<file path="config.mk">
export PLATFORM = sky130hd
export DESIGN_NAME = operand_entry_flat
export DESIGN_NICKNAME = d
export VERILOG_FILES = /design/src/rtl/operand_entry_if.sv /design/src/rtl/operand_entry.sv /design/src/flat_wrapper.sv
export SDC_FILE = /design/constraint.sdc
export NUM_CORES = 1
export LEC_CHECK = 0
export ABC_AREA = 1
export CELL_PAD_IN_SITES_DETAIL_PLACEMENT = 1
export CELL_PAD_IN_SITES_GLOBAL_PLACEMENT = 1
export CORE_ASPECT_RATIO = 0.75
export CORE_UTILIZATION = 42
export CTS_BUF_LIST = sky130_fd_sc_hd__clkbuf_4
export CTS_CLUSTER_DIAMETER = 80
export CTS_CLUSTER_SIZE = 40
export DETAILED_ROUTE_END_ITERATION = 12
export GPL_ROUTABILITY_DRIVEN = 0
export PLACE_DENSITY = 0.94
export SYNTH_ARGS = -nofsm -noshare
export SYNTH_HDL_FRONTEND = slang
export SYNTH_SLANG_ARGS = --single-unit
export TNS_END_PERCENT = 10
</file>
<file path="constraint.sdc">
create_clock -name clk -period 5.7 [get_ports clk]
set_input_delay 1.71 -clock clk [delete_from_list [all_inputs] [get_ports clk]]
set_output_delay 1.71 -clock clk [all_outputs]
set_load 0.005 [all_outputs]
</file>
<file path="src/rtl/operand_entry_if.sv">
// Keypad-side and multiplier-side signals of the operand entry block.
// The slave modport is the entry block; the master drives keys and mult_ready.
interface operand_entry_if;
  logic       key_valid;
  logic [3:0] key_code;
  logic       mult_ready;
  logic [7:0] num_1;
  logic [7:0] num_2;
  logic       valid;
  logic       operand_sel;
  logic [7:0] entry_mag;
  logic       entry_neg;
  logic       busy;
  logic       err;

  modport master (
    output key_valid, key_code, mult_ready,
    input  num_1, num_2, valid, operand_sel, entry_mag, entry_neg, busy, err
  );

  modport slave (
    input  key_valid, key_code, mult_ready,
    output num_1, num_2, valid, operand_sel, entry_mag, entry_neg, busy, err
  );
endinterface

</file>
<file path="src/rtl/operand_entry.sv">
// Decimal keypad entry of two signed 8-bit operands, then a one-cycle
// launch strobe to the multiplier and a wait for its completion pulse.
module operand_entry #(
  parameter int MAX_DIGITS = 3
) (
  input logic          clk,
  input logic          reset,
  operand_entry_if.slave bus
);
  localparam int CW = $clog2(MAX_DIGITS + 1);

  typedef enum logic [1:0] {ENTER_A, ENTER_B, LAUNCH, WAIT_MULT} state_t;

  state_t        state_q, state_d;
  logic [7:0]    mag_q, mag_d;
  logic          neg_q, neg_d;
  logic [CW-1:0] cnt_q, cnt_d;
  logic [7:0]    num1_q, num1_d;
  logic [7:0]    num2_q, num2_d;
  logic          err_q, err_d;

  // Widened so an overflowing candidate (up to 128*10+9) is still comparable.
  logic [10:0] mag_next;
  logic [7:0]  twos_val;

  assign mag_next = ({3'b0, mag_q} * 11'd10) + {7'b0, bus.key_code};
  assign twos_val = neg_q ? (8'd0 - mag_q) : mag_q;

  always_ff @(posedge clk) begin
    if (reset) begin
      state_q <= ENTER_A;
      mag_q   <= '0;
      neg_q   <= 1'b0;
      cnt_q   <= '0;
      num1_q  <= '0;
      num2_q  <= '0;
      err_q   <= 1'b0;
    end else begin
      state_q <= state_d;
      mag_q   <= mag_d;
      neg_q   <= neg_d;
      cnt_q   <= cnt_d;
      num1_q  <= num1_d;
      num2_q  <= num2_d;
      err_q   <= err_d;
    end
  end

  always_comb begin
    state_d = state_q;
    mag_d   = mag_q;
    neg_d   = neg_q;
    cnt_d   = cnt_q;
    num1_d  = num1_q;
    num2_d  = num2_q;
    err_d   = 1'b0;
    case (state_q)
      ENTER_A, ENTER_B: begin
        if (bus.key_valid) begin
          if (bus.key_code <= 4'd9) begin
            if (cnt_q == CW'(MAX_DIGITS) || mag_next > 11'd128) begin
              err_d = 1'b1;
            end else begin
              mag_d = mag_next[7:0];
              cnt_d = cnt_q + 1'b1;
            end
          end else if (bus.key_code == 4'hA) begin
            // +128 has no 8-bit two's complement form; only -128 is legal.
            if (!neg_q && mag_q == 8'd128) begin
              err_d = 1'b1;
            end else begin
              if (state_q == ENTER_A) begin
                num1_d  = twos_val;
                state_d = ENTER_B;
              end else begin
                num2_d  = twos_val;
                state_d = LAUNCH;
              end
              mag_d = '0;
              neg_d = 1'b0;
              cnt_d = '0;
            end
          end else if (bus.key_code == 4'hB) begin
            neg_d = ~neg_q;
          end else if (bus.key_code == 4'hC) begin
            mag_d = '0;
            neg_d = 1'b0;
            cnt_d = '0;
          end
        end
      end
      LAUNCH:    state_d = WAIT_MULT;
      WAIT_MULT: if (bus.mult_ready) state_d = ENTER_A;
      default:   state_d = ENTER_A;
    endcase
  end

  assign bus.num_1       = num1_q;
  assign bus.num_2       = num2_q;
  assign bus.valid       = (state_q == LAUNCH);
  assign bus.busy        = (state_q == LAUNCH) || (state_q == WAIT_MULT);
  assign bus.operand_sel = (state_q == ENTER_B);
  assign bus.entry_mag   = mag_q;
  assign bus.entry_neg   = neg_q;
  assign bus.err         = err_q;
endmodule

</file>
<file path="src/flat_wrapper.sv">
// flat-port wrapper written by rule: the top's interface ports become plain ports
module operand_entry_flat 
#(
  parameter int MAX_DIGITS = 3
)
  (clk, reset, bus_key_valid, bus_key_code, bus_mult_ready, bus_num_1, bus_num_2, bus_valid, bus_operand_sel, bus_entry_mag, bus_entry_neg, bus_busy, bus_err);
  operand_entry_if bus_i ();
  input logic clk;
  input logic reset;
  input wire logic [$bits(bus_i.key_valid)-1:0] bus_key_valid;
  input wire logic [$bits(bus_i.key_code)-1:0] bus_key_code;
  input wire logic [$bits(bus_i.mult_ready)-1:0] bus_mult_ready;
  output wire logic [$bits(bus_i.num_1)-1:0] bus_num_1;
  output wire logic [$bits(bus_i.num_2)-1:0] bus_num_2;
  output wire logic [$bits(bus_i.valid)-1:0] bus_valid;
  output wire logic [$bits(bus_i.operand_sel)-1:0] bus_operand_sel;
  output wire logic [$bits(bus_i.entry_mag)-1:0] bus_entry_mag;
  output wire logic [$bits(bus_i.entry_neg)-1:0] bus_entry_neg;
  output wire logic [$bits(bus_i.busy)-1:0] bus_busy;
  output wire logic [$bits(bus_i.err)-1:0] bus_err;
  assign bus_i.key_valid = bus_key_valid;
  assign bus_i.key_code = bus_key_code;
  assign bus_i.mult_ready = bus_mult_ready;
  assign bus_num_1 = bus_i.num_1;
  assign bus_num_2 = bus_i.num_2;
  assign bus_valid = bus_i.valid;
  assign bus_operand_sel = bus_i.operand_sel;
  assign bus_entry_mag = bus_i.entry_mag;
  assign bus_entry_neg = bus_i.entry_neg;
  assign bus_busy = bus_i.busy;
  assign bus_err = bus_i.err;
  operand_entry #(.MAX_DIGITS(MAX_DIGITS)) u_core (.clk(clk), .reset(reset), .bus(bus_i));
endmodule
</file>
-- Word-level counts from Yosys, hierarchy flattened
Index checks and enable logic that the tools add are counted.
- flip-flop bits (word level): 30
- input port bits: 8
- output and inout bits: 29
- logic and storage cells: 78
- $add $sub $neg: 3
- multipliers: 1
- magnitude comparators: 2
- eq/ne operators: 17
- mux-type cells: 28
- bitwise operators: 6
- reductions and logical operators: 14
- operators with widths (cell ; count):
    2-to-1 mux 8 bit ; 7
    2-to-1 mux 2 bit ; 12
    AND reduction 6 bit ; 3
    equality test 4 bit (second input constant) ; 3
    inequality test 2 bit (second input constant) ; 6
    adder 11 x 4 -> 11 bit ; 1
    greater-than comparator 11 x 8 -> 1 bit (second input constant) ; 1
    multiplier 8 x 3 -> 10 bit (second input constant) ; 1
    AND reduction 5 bit ; 2
    equality test 8 bit (second input constant) ; 1
    2-to-1 mux 1 bit ; 8
    subtractor 1 x 8 -> 8 bit (first input constant) ; 1
    equality test 2 bit (second input constant) ; 3
    NOT 1 bit ; 6
    one-hot mux 2 bit (3 select lines) ; 1
    nonzero test 3 bit ; 2
    less-or-equal comparator 4 bit (second input constant) ; 1
    inequality test 3 x 1 -> 1 bit (second input constant) ; 1
    inequality test 3 x 2 -> 1 bit (second input constant) ; 1
    OR reduction 3 bit ; 1
    adder 2 x 1 -> 2 bit (second input constant) ; 1
    equality test 2 x 1 -> 1 bit (second input constant) ; 1
    zero test 2 bit ; 1
    logical OR 1 bit ; 2
    other kinds (4) ; 4

-- Depth between registers and ports, before layout
Gate-level depths: netlist of run 1.
- depth in word-level cells: 7
- gate-level depth with buffers: 22

-- Least setup slack after synthesis of run 1
No wires, ideal clock.
- path kind: in2reg
- start point: in bus_key_code[1]
- end point: reg u_core.mag_q[1] (netlist: u_core.bus.entry_mag[1])
- setup time: 0.113 ns
- arrival: 3.476 ns
- data required time: 5.587 ns
- path slack: 2.111 ns
- stages on the path: 19
- buffers on the path: 1
- cell sequence: ha_1 fa_1 nand2_1 nand2_1 nand2_2 nor2_2 inv_1 nand2_1 nand2_1 inv_1 nand2_1 nand2_1 nor2_2 nand2_2 nand2_4 nand3_4 buf_6 nor2_1 nor2_1
- longest elaborated chain between the ends: 5
- elaborated cells on any way between the ends: 15
- those cells by class: 1 x add/sub; 2 x order compare; 6 x eq/ne; 3 x mux; 3 x reduce/logical
- RTL lines (what ; RTL line ; text):
    start, declared ; flat_wrapper.sv:11 ; input wire logic [$bits(bus_i.key_code)-1:0] bus_key_code;
    adder 11 x 4 -> 11 bit ; operand_entry.sv:26 ; assign mag_next = ({3'b0, mag_q} * 11'd10) + {7'b0, bus.key_code};
    greater-than comparator 11 x 8 -> 1 bit ; operand_entry.sv:61 ; if (cnt_q == CW'(MAX_DIGITS) || mag_next > 11'd128) begin
    logical OR 1 bit ; operand_entry.sv:61 ;
    inequality test 2 bit (no line) ; -- ;
    AND reduction 6 bit (no line) ; -- ;
    end signal, assigned ; operand_entry.sv:40 ; mag_q <= mag_d;
    end, declared ; operand_entry.sv:15 ; logic [7:0] mag_q, mag_d;
Parallel ways exist; a longest one is shown, timed or not. The select of a mux whose other input is x is not followed.
A chain may end at the register's enable or synchronous reset.

-- Final worst setup path of run 1
Ends and elaborated chain as after synthesis.

==> impl_metrics.yaml, run 1 <==
yosys:
  syn-num-nets: 375
  yosys_warnings: 0
  synth_area_leader_cell: "dfxtp_1"
  synthArstFlopShare_pct: 0
  synth_top_area_share_pct: 26.76
  netlist_top_cells_area: "dfxtp_1 27%, nand2_1 13%, ha_1 12%"
  synth_cell_type_count: 32
  synth_edf_count: 0
  yosysSeqAreaShare_pct: 26.76
  synth_ff_type: "dfxtp_1"
  netlist_instances: 344
  ys_seq_elements: 30
  syn_avg_cell_area_sq_um: 6.525
  syn_area_sq_um: 2245
place:
  hpwl_mm: 5.150
  portBuffers: 36
  placedInstanceArea_sq_um: 2655
  place_ws_ns: 1.365
clock_tree:
  post_cts_buffers: 0
  clkTransAtPathRegs_ns: 0.09
  cts_tree: "done"
  clock_latency_ns: 0.34
  cts_resized: 0
  cts.sinks: 30
  hold_buffers: 0
  cts-buffers-inserted: 5
  htree_num_levels: 2
  clockBufferDepth: 2
  cts-root-buf: "clkbuf_4"
global_route:
  grt_pass1_wl_mm: 11.24
  grt_max_degree: 26
  use_met3_pct: 4.397
  grtUsageMet1_pct: 33.36
  grtUsageTotal_pct: 25.64
  grt.overflow.total: 0
  grt_util_met2_pct: 44.54
  antenna_found_initial: 0
  grt.busiest_layer: "met2"
  grt_pass1_vias: 2388
timing:
  fin_crit_sh_pct: 70.59
  maxSlewViolCount: 0
  fin_hold_ws_ns: 0.4744
  setup_slack_ns: 1.676
  fmax_mhz: 248.5
  tns_ns: 0
  clock-skew-final_ns: 0.01256
  final-hold-violation-count: 0
  layout_min_cycle_time_ns: 4.024
  tightestPinTransition_ns: 0.7343
  final-setup-viol-count: 0
  slew_headroom_pct: 50.99
  rsz0062_at_grt: "false"
layout:
  nets: 412
  multi_input_area_sq_um: 1371
  fin_area_sq_um: 2726
  diodes: 0
  fillers: 694
  area_growth_syn_to_layout_pct: 21.46
  final_layout_size_suffix_gt1_share_pct: 6.037
  seqCellArea_sq_um: 600.6
run_status:
  status: "finished clean"
critical_path:
  crit_top_cell: "nand2_1"
  crit_family: "simple AND/OR/NAND/NOR gates"
  cp_max_fo: 13
  cp_data_required_time_ns: 5.97
  worst_setup_path_start_kind: "primary input"
  cp_cell_sequence: "clkdlybuf4s50_1 -> ha_1 -> fa_1 -> nand2_1 -> nand2_1 -> nand2_2 -> nor2_2 -> inv_1 -> nand2_1 -> nand2_1 -> inv_1 -> nand2_1 -> nand2_1 -> nor2_2 -> nand2_2 -> nand2_4 -> nand3_4 -> nand2_1 -> nand2_1 -> nor2_1"
  cp.depth: 20
  cp_num_buf_inv: 3
  end_kind: "register"
  arrival_ns: 4.29
  slowest_delay_ns: 0.46
  path_class: "in2reg"
  slowest_stage: "clkdlybuf4s50_1"
  worstRegToRegCells: 19
min_path:
  holdCritPathClass: "reg2reg"
  hold_depth: 2
routing:
  drtIter0Drc: 83
  dr.pass1.iters: 4
  viasPerCell: 5.157
  wl_per_cell_um: 14.72
  drc: 0
  drtAntennaViolNets: 0
  vias: 2336
  wirelength_mm: 6.666
floorplanning:
  initial_utilization_pct: 44.81
  die_w_um: 86.42
  die_y_um: 65.31
  die_area_sq_um: 5644
  core_area_sq_um: 5010
  io_pins: 37
  num_rows: 22
power_and_ir_drop:
  cellPowerDensity_nw_per_um2: 463.9
  p_leak_nw: 1.329
  ir_drop_v: 0.0002013
flow_run:
  drv_cap: 0
[worst min-delay path, cell delays in order (launching register included)]
cell and delay, ns:
dfxtp_1 0.32, nand2_1 0.06, a21oi_1 0.05
[per-layer routing]
metal	up-vias	wire length, um	share of wire (%)
li1	1171	-	-
met1	1114	3158	47
met2	43	3182	48
met5	-	0	0
met4	0	73	1.1
met3	8	251	3.8
[per-stage QoR]
stage	total power [mW]	std cells	utilization [%]
floorplan	0.8497	344	-
global placement	1.048	446	53.00
detailed placement	1.086	446	53.00
CTS	1.265	453	54.42
global route	1.384	453	54.42
finish	1.265	453	54.42
[worst paths after layout]
path / from / endpoint / slack [ns]
worst max register to register: u_core.bus.entry_mag[3] / u_core.bus.entry_mag[1] / 2.50
worst min register to register: u_core.bus.num_1[4] / u_core.bus.num_1[4] / 0.47
worst min-delay path: u_core.bus.num_1[4] / u_core.bus.num_1[4] / 0.47
worst max-delay path: bus_key_code[1] / u_core.bus.entry_mag[1] / 1.68
[logic make-up (layout without fill, tap and decap cells)]
| family | count (synthesis) | after routing | share of synthesized area, % |
|---|---|---|---|
| and+or+nand+nor | 171 | 171 | 34.39 |
| buffers and inverters | 68 | 105 | 12.15 |
| AOI/OAI and AO/OA | 46 | 46 | 10.87 |
| DFF | 30 | 30 | 26.76 |
| adders and majority gates | 23 | 23 | 13.49 |
| xor gates and xnor gates | 6 | 6 | 2.341 |
[cell type report]
cell class              instances  area share, %
repair buffers                 36          13.22
multi-input cells             246          50.30
inverters                      62          8.536
flip-flops and latches         30          22.03
clock buffers                   5          1.377
well taps                      72          3.304
clock inverters                 2          1.239
[registers in the layout (all words and copies together), names as in the netlist]
register	flops
u_core.bus.num_1	8
u_core.bus.entry_neg	1
u_core.bus.err	1
u_core.bus.num_2	8
u_core.state_q	2
u_core.cnt_q	2
u_core.bus.entry_mag	8
[report_power, final]
part           switching (mW)  internal, mW
clock network          0.0748        0.0886
registers              0.0601         0.250
logic                   0.491         0.301
[cells in the final DEF (no fill, tap or decap), types with 5 or more instances in the layout]
master and count:
ha_1 21, a21oi_1 21, o21ai_0 19, clkbuf_4 5, dfxtp_1 30, nand2_2 6
nand4_1 11, nor2_1 37, nand3_1 20, xor2_1 6, nand2_1 80, nor3_1 6
clkdlybuf4s50_1 36, inv_1 59
[cell usage after synthesis (6+ instances only)]
cell type  instances
a21oi_1           21
dfxtp_1           30
ha_1              21
inv_1             59
nand2_1           80
nand2_2            6
nand3_1           20
nand4_1           11
nor2_1            37
nor3_1             6
o21ai_0           19
xor2_1             6
(Power assumes the default switching activity.)
==> run 2: changes to the inputs <==
- CORE_UTILIZATION: 42 -> 35
- PLACE_DENSITY: 0.94 -> 0.84
- clock period: 5.7 -> 3.6 ns (I/O delays scaled with it)
==> impl_metrics.yaml, run 2 (synthesis results as in run 1) <==
floorplanning:
  die_area_sq_um: 6741
  initial_utilization_pct: 37.38
  num_rows: 24
  io_pins: 37
  core_area_sq_um: 6006
  die_y_um: 71.36
  die_w_um: 94.47
timing:
  fin_crit_sh_pct: 94.15
  maxSlewViolCount: 0
  slew_headroom_pct: 50.12
  layout_min_cycle_time_ns: 3.389
  rsz0062_at_grt: "false"
  final-hold-violation-count: 0
  clock-skew-final_ns: 0.008087
  tightestPinTransition_ns: 0.7474
  final-setup-viol-count: 0
  setup_slack_ns: 0.2106
  fmax_mhz: 295.0
global_route:
  grtUsageTotal_pct: 20.52
  grt_max_degree: 26
  grt.overflow.total: 0
  antenna_found_initial: 0
  grt_pass1_vias: 2235
  grt_pass1_wl_mm: 10.76
critical_path:
  end_kind: "register"
  cp_num_buf_inv: 3
  slowest_delay_ns: 0.47
  crit_family: "simple AND/OR/NAND/NOR gates"
  cp.depth: 20
  r2r-start: "u_core.bus.entry_mag[1]"
  worstRegToRegCells: 19
  arrival_ns: 3.64
  slowest_stage: "clkdlybuf4s50_1"
  worst_setup_path_start_kind: "primary input"
  crit_start: "bus_key_code[1]"
  cp_max_fo: 10
  crit_top_cell: "nand2_1"
  cp_cell_sequence: "clkdlybuf4s50_1 -> ha_2 -> fa_1 -> nand2_1 -> nand2_1 -> nand2_2 -> nor2_2 -> inv_1 -> nand2_1 -> nand2_1 -> inv_1 -> nand2_1 -> nand2_1 -> nor2_2 -> nand2_2 -> nand2_4 -> nand3_4 -> nand2_1 -> nand2_1 -> nor2_1"
  cp_data_required_time_ns: 3.85
  path_class: "in2reg"
clock_tree:
  cts.sinks: 30
  clockBufferDepth: 2
  cts_tree: "done"
  htree_num_levels: 2
  cts-buffers-inserted: 5
  clkTransAtPathRegs_ns: 0.09
  cts-root-buf: "clkbuf_4"
  clock_latency_ns: 0.32
  hold_buffers: 0
min_path:
  hold_depth: 2
  min-delay-start: "u_core.bus.num_1[3]"
  holdCritPathClass: "reg2reg"
layout:
  fillers: 800
  diodes: 0
  layout_commonest_cell: "nand2_1"
  most-common-layout-cells: "80 x nand2_1, 59 x inv_1, 37 x nor2_1"
  area_growth_syn_to_layout_pct: 23.36
  final_layout_size_suffix_gt1_share_pct: 7.273
  post-route-util_pct: 46.10
  fin_cells: 463
  nets: 416
  fin_area_sq_um: 2769
routing:
  drtAntennaViolNets: 0
  dr.pass1.iters: 4
  drtIter0Drc: 87
  wirelength_mm: 6.689
  wl_per_cell_um: 14.45
  viasPerCell: 5.054
  drc: 0
  vias: 2340
place:
  dp_cells: 454
  placedInstanceArea_sq_um: 2678
  hpwl_mm: 5.209
  place_ws_ns: -0.1235
  portBuffers: 36
run_status:
  status: "finished clean"
power_and_ir_drop:
  ir_drop_v: 0.0002625
  cellPowerDensity_nw_per_um2: 728.5
  p_leak_nw: 1.343
flow_run:
  drv_cap: 0
run 2: repair_timing:
item                                    4_1_cts  5_1_grt
resized for setup                             0        1
buffers inserted                              0        1
endpoints found under the setup margin        0        1
run 2: path summary, 6_finish.rpt:
kind / end / slack (ns)
setup reg to reg: u_core.bus.entry_mag[1] / 0.34
hold / removal: u_core.bus.num_1[3] / 0.48
setup / recovery: u_core.bus.entry_mag[1] / 0.21
hold reg to reg: u_core.bus.num_1[3] / 0.48
run 2: where the power goes:
part	total (mW)	internal [mW]	switching (mW)	leakage, nW
logic	1.27	0.487	0.779	1.06
clock network	0.259	0.140	0.119	0.0387
registers	0.492	0.395	0.0967	0.244
total	2.02	1.02	0.995	1.34
run 2: final cells by class:
class	count	area, sq um	share of cell area (%)
clock inverter	2	33.78	1.220
clock buffer	5	37.54	1.356
timing repair buffer	39	382.9	13.83
multi-input combinational	247	1384	49.98
inverter	62	232.7	8.405
sequential	30	600.6	21.69
tap	78	97.59	3.525
run 2: worst min-delay path: cells and delay by family, from the launching register on:
family           cells  cell delay, ns
flip-flops           1            0.32
AO/OA/AOI/OAI        1            0.06
AND/OR/NAND/NOR      1            0.06
run 2: per-layer routing:
metal  up-vias  routed length [um]  track usage [%]  share of wire, %
met5         -                   0                0                 0
met4         0                  23            2.525              0.34
met3         4                 275            3.822               4.1
met2        37                2950            32.85                44
met1      1119                3439            29.53                51
li1       1180                   -                -                 -
run 2: per-stage QoR:
stage	total power, mW	hold WS [ns]	setup TNS, ns
finish	2.017	0.4762	0
global route	2.207	0.5000	0
CTS	1.993	0.4799	0
detailed placement	1.719	0.4655	-0.6278
global placement	1.673	0.4572	0
floorplan	1.345	0.4557	0
